==> config.mk <==
export PLATFORM = sky130hd
export DESIGN_NAME = btn_conditioner
export DESIGN_NICKNAME = d
export VERILOG_FILES = /design/src/rtl/btn_conditioner.sv
export SDC_FILE = /design/constraint.sdc
export NUM_CORES = 1
export LEC_CHECK = 0
export CORE_ASPECT_RATIO = 1.1
export CORE_MARGIN = 5
export CORE_UTILIZATION = 50
export DETAILED_ROUTE_END_ITERATION = 7
export HOLD_SLACK_MARGIN = 0.08
export PLACE_DENSITY = 0.73
export SLEW_MARGIN = 40
export SYNTH_ARGS = -nofsm -noshare
export SYNTH_HDL_FRONTEND = slang
export SYNTH_SLANG_ARGS = --single-unit
==> constraint.sdc <==
create_clock -name clk -period 4.7 [get_ports clk]
set_input_delay 1.41 -clock clk [delete_from_list [all_inputs] [get_ports clk]]
set_output_delay 1.41 -clock clk [all_outputs]
set_load 0.01 [all_outputs]
==> src/rtl/btn_conditioner.sv <==
`timescale 1ns/1ps
// btn_conditioner: synchronises, debounces and edge-detects a raw pushbutton.
// A two-flop synchroniser feeds a four-state debounce FSM. A change is
// accepted only after DB_COUNT consecutive stable samples. The FSM then
// produces a registered debounced level and a one-cycle press pulse.
// Optional build macro: BTN_RELEASE_PULSE_EN. When it is defined, a
// one-cycle release pulse is generated. Otherwise btn_release is tied low.
module btn_conditioner #(
    parameter  int DB_COUNT = 1_000_000,
    localparam int CW       = $clog2(DB_COUNT)
) (
    input  logic clk,
    input  logic reset,
    input  logic btn_in,
    output logic btn_level,
    output logic btn_press,
    output logic btn_release
);

    typedef enum logic [1:0] {
        IDLE  = 2'd0,
        ARM_H = 2'd1,
        HIGH  = 2'd2,
        ARM_L = 2'd3
    } state_e;

    localparam logic [CW-1:0] CNT_LAST = CW'(DB_COUNT - 1);

    logic          sync1_q, sync2_q;
    state_e        state_q, state_d;
    logic [CW-1:0] cnt_q,   cnt_d;
    logic          level_q, level_d;
    logic          press_q, press_d;
`ifdef BTN_RELEASE_PULSE_EN
    logic          release_q, release_d;
`endif

    // Two-flop synchroniser for the asynchronous button input.
    always_ff @(posedge clk) begin
        // NOTE: registers use non-blocking assignments. Every flop then
        // samples the values from before the edge, which keeps the
        // synchroniser a two-stage pipeline and not a single wire.
        if (reset) begin
            sync1_q <= 1'b0;
            sync2_q <= 1'b0;
        end else begin
            sync1_q <= btn_in;
            sync2_q <= sync1_q;
        end
    end

    // Next-state logic: debounce counting and output pulse generation.
    always_comb begin
        // NOTE: every output of this block gets a default first. A path
        // that leaves a variable unassigned would otherwise infer a latch.
        state_d   = state_q;
        cnt_d     = cnt_q;
        level_d   = level_q;
        press_d   = 1'b0;
`ifdef BTN_RELEASE_PULSE_EN
        release_d = 1'b0;
`endif
        unique case (state_q)
            IDLE: begin
                if (sync2_q) begin
                    state_d = ARM_H;
                    cnt_d   = '0;
                end
            end
            ARM_H: begin
                if (!sync2_q) begin
                    state_d = IDLE;
                end else if (cnt_q == CNT_LAST) begin
                    state_d = HIGH;
                    level_d = 1'b1;
                    press_d = 1'b1;
                end else begin
                    cnt_d = cnt_q + 1'b1;
                end
            end
            HIGH: begin
                if (!sync2_q) begin
                    state_d = ARM_L;
                    cnt_d   = '0;
                end
            end
            ARM_L: begin
                if (sync2_q) begin
                    state_d = HIGH;
                end else if (cnt_q == CNT_LAST) begin
                    state_d   = IDLE;
                    level_d   = 1'b0;
`ifdef BTN_RELEASE_PULSE_EN
                    release_d = 1'b1;
`endif
                end else begin
                    cnt_d = cnt_q + 1'b1;
                end
            end
            default: state_d = IDLE;
        endcase
    end

    // State, counter and registered outputs; reset wins over terminal count.
    always_ff @(posedge clk) begin
        if (reset) begin
            state_q <= IDLE;
            cnt_q   <= '0;
            level_q <= 1'b0;
            press_q <= 1'b0;
        end else begin
            state_q <= state_d;
            cnt_q   <= cnt_d;
            level_q <= level_d;
            press_q <= press_d;
        end
    end

`ifdef BTN_RELEASE_PULSE_EN
    // Release pulse flop, present only in the release-pulse build.
    always_ff @(posedge clk) begin
        if (reset) release_q <= 1'b0;
        else       release_q <= release_d;
    end
    assign btn_release = release_q;
`else
    assign btn_release = 1'b0;
`endif

    assign btn_level = level_q;
    assign btn_press = press_q;

endmodule
==> key figures <==
Synth
  – Synth warnings: 0
  – Post-synth EDFFs: 0
  – Post-synthesis sequential element count: 26
  – Area fraction of the dominant cell type after synthesis: 0.379
  – Most common cell in the synthesized netlist: sky130_fd_sc_hd__dfxtp_1
  – Most instantiated cells after synthesis: sky130_fd_sc_hd__dfxtp_1 (26), sky130_fd_sc_hd__a21oi_1 (12), sky130_fd_sc_hd__nand2_1 (12), sky130_fd_sc_hd__nand3_1 (12), sky130_fd_sc_hd__nor2_1 (10)
  – Proportion of synthesized chip area in sequential cells: 0.379
  – Synth area leaders: sky130_fd_sc_hd__dfxtp_1 (38%), sky130_fd_sc_hd__a21oi_1 (4.4%), sky130_fd_sc_hd__nand3_1 (4.4%)
  – Fraction of registers with async set/reset: 0
  – Total nets after synthesis: 169
  – Synth Instances: 165
  – Cell type with the highest aggregate area in the netlist: sky130_fd_sc_hd__dfxtp_1
  – Unique cell type count in the Yosys netlist: 44
  – Commonest register cell after synthesis: sky130_fd_sc_hd__dfxtp_1
  – Post-synthesis area per instance: 8.33 um2
  – Cell Area, Synth: 1380 um2

STA
  – Fin Setup TNS: 0 ns
  – Max-Slew Margin vs Limit: 0.511
  – Maximum clock skew at final layout: 0.00372 ns
  – Transition time at the pin with the least slew margin: 0.732 ns
  – Unrepaired setup endpoints after global routing: false
  – Final critical-path share of the clock period: 0.562
  – Hold violation count in the final report: 0
  – Final count of pins violating max slew: 0
  – Minimum clock period after layout: 2.64 ns
  – Peak clock frequency supported by timing: 0.378 GHz
  – Final setup viols: 0

Critical path
  – Crit path cell chain: clkdlybuf4s50_1
  – Setup crit start kind: flop
  – Crit Path Class: reg -> out
  – Delay of the slowest cell on the worst path: 0.54 ns
  – Cell at the slowest stage of the critical path: sky130_fd_sc_hd__clkdlybuf4s50_1
  – Req. time, crit path: 3.29 ns
  – Crit path buf inv count: 1
  – Critical path fanouts, max: 3
  – Cell family with most CP delay: buffers and inverters
  – Crit. End Element: primary output
  – Arr. time, crit path: 1.23 ns

Final layout
  – Number of nets in the layout: 169
  – Area growth from synthesis to final layout: 5.64%
  – Antenna fix cells: 0
  – Layout cell share with drive strength beyond 1: 0.0732

Detailed routing
  – Remaining routing DRC violations: 0
  – Number of routed nets with antenna violations: 0
  – Initial DRC count: 64
  – Detail-routed net length per standard cell: 14.5 um
  – Average via count per standard cell: 6.15
  – Final wirelength: 2850 um
  – Vias post-DR: 1211
  – First-pass DRT Iterations: 4

Floorplan
  – Initial core utilization: 0.509
  – Count of pins on the block boundary: 6
  – Die Span X: 60 um
  – Vertical die dimension: 65 um
  – Die area: 3900 um2
  – Core region area: 2700 um2
  – Row Count: 20

CTS
  – Quantity of hold-fixing buffers added after cts: 0
  – H-tree Lvls: 1
  – Maximum clock path buffer count: 2
  – Cell at the root of the clock tree: sky130_fd_sc_hd__clkbuf_4
  – Worst-Skew Late Latency: 0.32 ns
  – Clock-pin slew of the registers on the worst-case setup and hold paths: 0.14 ns
  – Sinks on Clock Net: 26
  – Setup repair bufs after CTS: 0
  – Number of CTS-inserted buffers: 3
  – Resized Gates After CTS: 0
  – TritonCTS clock tree: yes

Pwr
  – Largest vdd supply drop: 0.000395 V
  – Power per unit of standard cell area: 275 nW/um2
  – Leakage: 0.468 nW
  – Overall Power: 399 uW

Placed design
  – Placer congestion estimate: 0.864
  – Quantity of I/O buffers inserted on ports: 4
  – Total half-perimeter wirelength after legalization and detailed placement: 1940 um

Outcome
  – Run status: complete, no violations

Global routing
  – Grt ovf: 0
  – Pin count of the biggest net entering global routing: 30
  – Overall routing resource usage: 0.160
  – Vias in the first global route: 1145
  – Number of antenna violations at the first check in global routing: 0
  – Global-route wire length before repair: 4920 um

Flow run
  – Reported max-cap violation count: 0

Min path
  – Tightest Hold Check Type: reg -> reg
-- placed cells by master, fill, tap and decap left out, types with 4 or more instances in the layout --
cell,n
sky130_fd_sc_hd__a21oi_1,12
sky130_fd_sc_hd__and3_1,4
sky130_fd_sc_hd__dfxtp_1,26
sky130_fd_sc_hd__nand2_1,12
sky130_fd_sc_hd__nand2b_1,5
sky130_fd_sc_hd__nand3_1,12
sky130_fd_sc_hd__nand4_1,8
sky130_fd_sc_hd__nor2_1,10
sky130_fd_sc_hd__o21ai_0,9
sky130_fd_sc_hd__or4_1,6
sky130_fd_sc_hd__xor2_1,4
-- registers in the layout, summed over array words and instances (netlist names), named ones only --
register / cells
btn_level: 1
btn_press: 1
sync1_q: 1
state_q: 1
cnt_q: 20
sync2_q: 1
-- final timing paths --
kind / from / endpoint / slack (ns) / cells after the start
worst min-delay path: sync1_q$_SDFF_PP0_ / sync2_q$_SDFF_PP0_ / 0.46 / 1
worst max register to register: state_q[0]$_SDFFE_PP0P_ / cnt_q[9]$_SDFFE_PP0P_ / 2.43 / 5
worst max-delay path: btn_level$_SDFFE_PP0P_ / btn_level / 2.06 / 1
worst min register to register: sync1_q$_SDFF_PP0_ / sync2_q$_SDFF_PP0_ / 0.46 / 1
-- logic make-up (layout without fill, tap and decap cells) --
group,after synthesis,in the layout,share of synthesized area
simple gates,87,87,0.380
compound gates,35,35,0.148
flops,26,26,0.379
buf+inv,9,8,0.0428
xor+xnor,6,6,0.0382
fa+ha+maj,1,1,0.00910
other cells,1,1,0.00273
-- stage by stage --
| stage | utilization | std cells | worst slack (ns) | area, um2 | hold slack, ns |
|---|---|---|---|---|---|
| 6_report | 0.538 | 197 | 2.06 | 1450 | 0.459 |
| 5_1_grt | 0.538 | 197 | 2.00 | 1450 | 0.489 |
| 4_1_cts | 0.537 | 197 | 1.90 | 1450 | 0.461 |
| 3_5_place_dp | 0.517 | 193 | 1.53 | 1400 | 0.432 |
| 3_3_place_gp | 0.517 | 193 | 1.64 | 1400 | 0.422 |
| 2_1_floorplan | - | 165 | 2.43 | 1380 | 0.414 |
-- layout make-up --
class | instances | area (um2)
clock inverter | 1 | 30.0
sequential | 26 | 520
tap | 33 | 41.3
clock buffer | 3 | 22.5
timing repair buffer | 4 | 35.0
multi-input combinational | 130 | 803
fill | 261 | 1250
-- routing by layer --
layer | wire, um | GRT usage | part of all wire
met3 | 140 | 0.0438 | 0.049
met2 | 1400 | 0.278 | 0.49
met1 | 1290 | 0.196 | 0.45
met5 | 0 | 0 | 0
met4 | 24 | 0.0277 | 0.0084
-- report_power, final --
part	switching [mW]	internal (mW)	leakage, nW
clock	0.0680	0.0862	0.0279
sequential	0.00307	0.223	0.210
combinational	0.0109	0.00805	0.230
total	0.0820	0.317	0.468
Note: power is estimated with default switching activity, not from simulation.
